File: src/rtl/rv32m_pkg.sv
// Shared constants for the RV32M multiply/divide unit: funct3 op codes,
// FSM state encoding and the default datapath width.
package rv32m_pkg;

    localparam int XLEN_DEFAULT = 32;

    localparam logic [2:0] F3_MUL    = 3'b000;
    localparam logic [2:0] F3_MULH   = 3'b001;
    localparam logic [2:0] F3_MULHSU = 3'b010;
    localparam logic [2:0] F3_MULHU  = 3'b011;
    localparam logic [2:0] F3_DIV    = 3'b100;
    localparam logic [2:0] F3_DIVU   = 3'b101;
    localparam logic [2:0] F3_REM    = 3'b110;
    localparam logic [2:0] F3_REMU   = 3'b111;

    typedef enum logic [1:0] {
        ST_IDLE = 2'd0,
        ST_CALC = 2'd1,
        ST_FIX  = 2'd2,
        ST_DONE = 2'd3
    } state_t;

endpackage

File: src/rtl/mdu_div_step.sv
// One restoring-division step: shift the next dividend bit into the partial
// remainder, trial-subtract the divisor and emit one quotient bit.
module mdu_div_step #(
    parameter int XLEN = 32
) (
    input  logic [XLEN-1:0] rem,
    input  logic [XLEN-1:0] quo,
    input  logic [XLEN-1:0] divisor,
    output logic [XLEN-1:0] next_rem,
    output logic [XLEN-1:0] next_quo
);

    logic [XLEN:0] shifted;
    logic [XLEN:0] diff;

    always_comb begin
        shifted = {rem, quo[XLEN-1]};
        diff    = shifted - {1'b0, divisor};
        // rem < divisor keeps shifted below 2*divisor, so the top bit of diff is a clean borrow
        if (diff[XLEN]) begin
            next_rem = shifted[XLEN-1:0];
            next_quo = {quo[XLEN-2:0], 1'b0};
        end else begin
            next_rem = diff[XLEN-1:0];
            next_quo = {quo[XLEN-2:0], 1'b1};
        end
    end

endmodule

File: src/rtl/mul_div_unit.sv
// Iterative RV32M multiply/divide unit: magnitude shift-add multiply or
// restoring divide over 32 cycles, then a single sign-fix cycle.
module mul_div_unit
    import rv32m_pkg::*;
#(
    parameter int XLEN = XLEN_DEFAULT
) (
    input  logic            clk,
    input  logic            rst,
    input  logic            start,
    input  logic [2:0]      funct3,
    input  logic [XLEN-1:0] a,
    input  logic [XLEN-1:0] b,
    input  logic            kill,
    output logic            busy,
    output logic            done,
    output logic [XLEN-1:0] result,
    output state_t          dbg_state
);

    localparam int CW = $clog2(XLEN);

    state_t          state;
    logic [CW-1:0]   cnt;
    logic [2:0]      op;
    logic [XLEN-1:0] hi, lo, opb;
    logic            neg_q, neg_r;

    logic            is_div, a_sgn, b_sgn, a_neg, b_neg;
    logic [XLEN-1:0] a_mag, b_mag;
    logic            div_zero, div_ovf;
    logic [XLEN-1:0] special_res;

    always_comb begin
        is_div   = funct3[2];
        a_sgn    = (funct3 == F3_MULH) || (funct3 == F3_MULHSU) ||
                   (funct3 == F3_DIV)  || (funct3 == F3_REM);
        b_sgn    = (funct3 == F3_MULH) || (funct3 == F3_DIV) || (funct3 == F3_REM);
        a_neg    = a_sgn & a[XLEN-1];
        b_neg    = b_sgn & b[XLEN-1];
        a_mag    = a_neg ? -a : a;
        b_mag    = b_neg ? -b : b;
        div_zero = is_div && (b == '0);
        div_ovf  = is_div && b_sgn && (a == {1'b1, {(XLEN-1){1'b0}}}) && (b == '1);
        if (div_zero)
            special_res = funct3[1] ? a : '1;
        else
            special_res = funct3[1] ? '0 : a;
    end

    logic [XLEN-1:0] div_rem, div_quo;

    mdu_div_step #(.XLEN(XLEN)) u_div_step (
        .rem      (hi),
        .quo      (lo),
        .divisor  (opb),
        .next_rem (div_rem),
        .next_quo (div_quo)
    );

    // Multiply step: {hi,lo} holds running product above the unconsumed multiplier bits
    logic [XLEN:0]   add_sum;
    logic [XLEN-1:0] mul_hi, mul_lo;

    always_comb begin
        add_sum = {1'b0, hi} + (lo[0] ? {1'b0, opb} : {(XLEN+1){1'b0}});
        mul_hi  = add_sum[XLEN:1];
        mul_lo  = {add_sum[0], lo[XLEN-1:1]};
    end

    logic [2*XLEN-1:0] prod, prod_fix;
    logic [XLEN-1:0]   fix_res;

    always_comb begin
        prod     = {hi, lo};
        prod_fix = neg_q ? -prod : prod;
        case (op)
            F3_MUL:                       fix_res = prod_fix[XLEN-1:0];
            F3_MULH, F3_MULHSU, F3_MULHU: fix_res = prod_fix[2*XLEN-1:XLEN];
            F3_DIV, F3_DIVU:              fix_res = neg_q ? -lo : lo;
            default:                      fix_res = neg_r ? -hi : hi;
        endcase
    end

    // Handshake: start is taken only in IDLE with kill low; busy covers CALC/FIX;
    // done pulses for one cycle with result valid, and result holds until the next done.
    always_ff @(posedge clk or posedge rst) begin
        if (rst) begin
            state  <= ST_IDLE;
            cnt    <= '0;
            op     <= F3_MUL;
            hi     <= '0;
            lo     <= '0;
            opb    <= '0;
            neg_q  <= 1'b0;
            neg_r  <= 1'b0;
            busy   <= 1'b0;
            done   <= 1'b0;
            result <= '0;
        end else if (kill && (state != ST_IDLE)) begin
            state <= ST_IDLE;
            busy  <= 1'b0;
            done  <= 1'b0;
        end else begin
            case (state)
                ST_IDLE: begin
                    done <= 1'b0;
                    if (start && !kill) begin
                        op    <= funct3;
                        neg_q <= a_neg ^ b_neg;
                        neg_r <= a_neg;
                        hi    <= '0;
                        lo    <= is_div ? a_mag : b_mag;
                        opb   <= is_div ? b_mag : a_mag;
                        if (div_zero || div_ovf) begin
                            result <= special_res;
                            done   <= 1'b1;
                            state  <= ST_DONE;
                        end else begin
                            cnt   <= CW'(XLEN - 1);
                            busy  <= 1'b1;
                            state <= ST_CALC;
                        end
                    end
                end
                ST_CALC: begin
                    hi  <= op[2] ? div_rem : mul_hi;
                    lo  <= op[2] ? div_quo : mul_lo;
                    cnt <= cnt - CW'(1);
                    if (cnt == '0)
                        state <= ST_FIX;
                end
                ST_FIX: begin
                    result <= fix_res;
                    done   <= 1'b1;
                    busy   <= 1'b0;
                    state  <= ST_DONE;
                end
                default: begin
                    done  <= 1'b0;
                    state <= ST_IDLE;
                end
            endcase
        end
    end

    assign dbg_state = state;

endmodule
File: config.mk
export PLATFORM = sky130hd
export DESIGN_NAME = mul_div_unit
export DESIGN_NICKNAME = d
export VERILOG_FILES = /design/src/rtl/rv32m_pkg.sv /design/src/rtl/mdu_div_step.sv /design/src/rtl/mul_div_unit.sv
export SDC_FILE = /design/constraint.sdc
export NUM_CORES = 1
export LEC_CHECK = 0
export CAP_MARGIN = 10
export CORE_AREA = 2 2 156 234
export DETAILED_ROUTE_END_ITERATION = 7
export DIE_AREA = 0 0 158 236
export PLACE_DENSITY = 0.61
export SLEW_MARGIN = 5
export SYNTH_ARGS = -nofsm -noshare
export SYNTH_HDL_FRONTEND = slang
export SYNTH_SLANG_ARGS = --single-unit
File: constraint.sdc
create_clock -name clk -period 12.2 [get_ports clk]
set_clock_uncertainty 0.1 [all_clocks]
set_input_delay 1.22 -clock clk [delete_from_list [all_inputs] [get_ports clk]]
set_output_delay 1.22 -clock clk [all_outputs]
set_load 0.02 [all_outputs]
==> impl_metrics.ini <==
[timing]
final.setup.tns_ns = 0
postLayoutSetupSlackWorst_ns = 7.496
hold_viol_final = 0
worstMarginPinSlew_ns = 0.9721
setup-violations-final = 0
period_share_pct = 38.56
slew_viol_final = 0
rsz0062_at_grt = false
period_minus_slack_ns = 4.704
relSlewSlack_pct = 34.65
max_freq_ghz = 0.2126

[logic_synthesis]
synth_area_um2 = 15640
yosys.cell_count.top_type = nand2_1
synth_enable_flop_cells = 0
synth_top_area_share_pct = 22.72
ys.flop_type = dfrtp_1
synth.area.top_cells = dfrtp_1, o21ai_0, ha_1
synth_warnings = 0
postSynthCellCount = 2118
synthTopCellsByCount = nand2_1, nor2_1, o21ai_0
avgSynthCellArea_um2 = 7.384
ys_seq_area_share_pct = 22.72
async_flop_share_pct = 100.0
synth_nets = 2266
synth_top_area_cell = dfrtp_1
ys_types = 91
ys_ff_latch = 142

[cts]
cts-root-buf = clkbuf_16
cts_buffers = 17
post_cts_buffers = 0
cts_tree = yes
cts_resized = 0
clock_tree.buffer_depth = 2
htreeDepth = 4
clock-sinks = 142
path_clk_slew_ns = 0.06
hold_buffers = 0
clock_latency_ns = 0.46

[global_routing]
grt-ovfl-total = 0
antenna_found_initial = 0
track_usage_pct = 31.12
grt_max_degree = 84
grt_pass1_vias = 15590
grt_pass1_wl_mm = 89.64

[worst_setup_path]
required_ns = 12.42
crit_path_max_fanout = 66
critical_path_class = primary input to flip-flop
critPathLaunchType = primary input
cp-end-kind = flip-flop
arrival_ns = 4.93
r2r_slack_ns = 7.83
reg2reg_depth = 13

[place]
io_buffer_count = 106
place_congestion = 0.9920
post-place-ws_ns = 7.101
hpwl_mm = 44.65

[detailed_routing]
drc = 0
vias_per_cell = 6.189
wl_per_cell_um = 22.11
first_pass_iters = 6
num_vias = 16140
drtIter0Drc = 1217
drt-total-wl_mm = 57.66
drtAntennaViolNets = 0

[final_layout]
fillers = 3680
drive_gt1_share_pct = 6.106
area_growth_pct = 11.86
nNetsFinal = 2264

[power_and_ir_drop]
p_per_area_nw_per_um2 = 268.7
p_comb_share_pct = 67.1
p_sw_share_pct = 53.43
leakage_nw = 6.990
p_int_w = 0.002189
clock_power_share_pct = 11.3
p_switching_w = 0.002512
seqPwrFrac_pct = 21.6
ir_drop_mv = 0.1397

[floorplanning]
rows = 85
start_util_pct = 44.03
io_pins = 107
die-area_um2 = 37290
die-height_um = 236
coreArea_um2 = 35520
dieWidth_um = 158

[worst_hold_path]
hold_depth = 2
holdCritPathClass = flip-flop to flip-flop

[outcome]
status = finished clean

[run]
drv_cap = 0
## placed cells by master (no fill, tap or decap), types with 22 or more instances in the layout
cell             count
a211oi_1            37
a21o_1              23
a21oi_1            182
a22oi_1             22
buf_4               28
clkdlybuf4s50_1    105
dfrtp_1            141
ha_1                73
inv_1               79
maj3_1              26
mux2_2              33
mux2i_1             38
nand2_1            222
nand3_1             47
nor2_1             207
nor3_1              57
o21ai_0            199
o22ai_1             23
o31ai_1             35
xnor2_1             87
xor2_1              79
## cell type report
cell class                      count  area (um2)  area share [%]
Antenna cell                        1       2.502         0.01430
Tap cell                          478       598.1           3.419
Clock inverter                     13       140.1          0.8010
Timing Repair Buffer              133        1261           7.209
Clock buffer                       19       432.9           2.475
Multi-Input combinational cell   1739       11190           63.95
Sequential cell                   142        3555           20.32
Inverter                           83       316.6           1.809
## state kept, by name, summed over array words and instances, names as in the netlist
signal     count
neg_q          1
busy           1
neg_r          1
done           1
cnt            5
result        32
dbg_state      2
opb           32
op             3
hi            32
lo            32
## worst max-delay path: stages
cell and delay (ns):
clkdlybuf4s50_1 0.48, or4_1 0.58, or3_1 0.43, nor3_1 0.56, and2_1 0.34, a31o_2 0.33, o21ai_4 0.06, buf_4 0.32
a2111oi_0 0.49, a211oi_1 0.09
## cells by family (layout without fill, tap and decap cells)
family,after synthesis,after routing,share of synthesized area [%]
xor gates and xnor gates,166,166,9.296
adders and majority gates,103,103,7.920
muxes,71,71,4.808
other,0,1,0
buffers and inverters,237,248,5.920
and+or+nand+nor,707,707,21.50
AOI/OAI and AO/OA,692,692,27.84
DFF,142,142,22.72
## routing by layer
| layer | routed length, um | GRT usage, % | vias to the layer above | share of wire [%] |
|---|---|---|---|---|
| li1 | - | - | 7712 | - |
| met1 | 23110 | 38.34 | 7649 | 40 |
| met2 | 28190 | 52.48 | 629 | 49 |
| met3 | 2939 | 3.491 | 152 | 5.1 |
| met4 | 3433 | 17.06 | 0 | 6.0 |
| met5 | 0 | 0 | - | 0 |
## final timing paths
kind / from / end
worst max register to register: lo[31] / hi[28]
worst min register to register: opb[26] / opb[26]
max in group asynchronous: rst / op[2]
min in group asynchronous: rst / lo[6]
worst min-delay path: opb[26] / opb[26]
worst max-delay path: a[9] / result[25]
## per-stage QoR
step	power (W)	hold WS [ns]	instances	area (um2)	utilization (%)
6_report	0.004702	0.3762	2608	17490	49.25
5_1_grt	0.005053	0.4221	2607	17490	49.24
4_1_cts	0.004649	0.3846	2607	17490	49.24
3_5_place_dp	0.004098	0.3703	2575	16920	47.63
3_3_place_gp	0.004073	0.3631	2575	16920	47.63
2_1_floorplan	0.003181	0.3498	2118	15640	-
## power by group through the flow
stage	combinational (W)	sequential, W	clock, W
2_1_floorplan	0.00230	0.000878	0
3_3_place_gp	0.00307	0.00101	0
3_5_place_dp	0.00309	0.00101	0
4_1_cts	0.00311	0.00100	0.000539
5_1_grt	0.00345	0.00104	0.000558
6_report	0.00316	0.00101	0.000532
(Power assumes the default switching activity.)
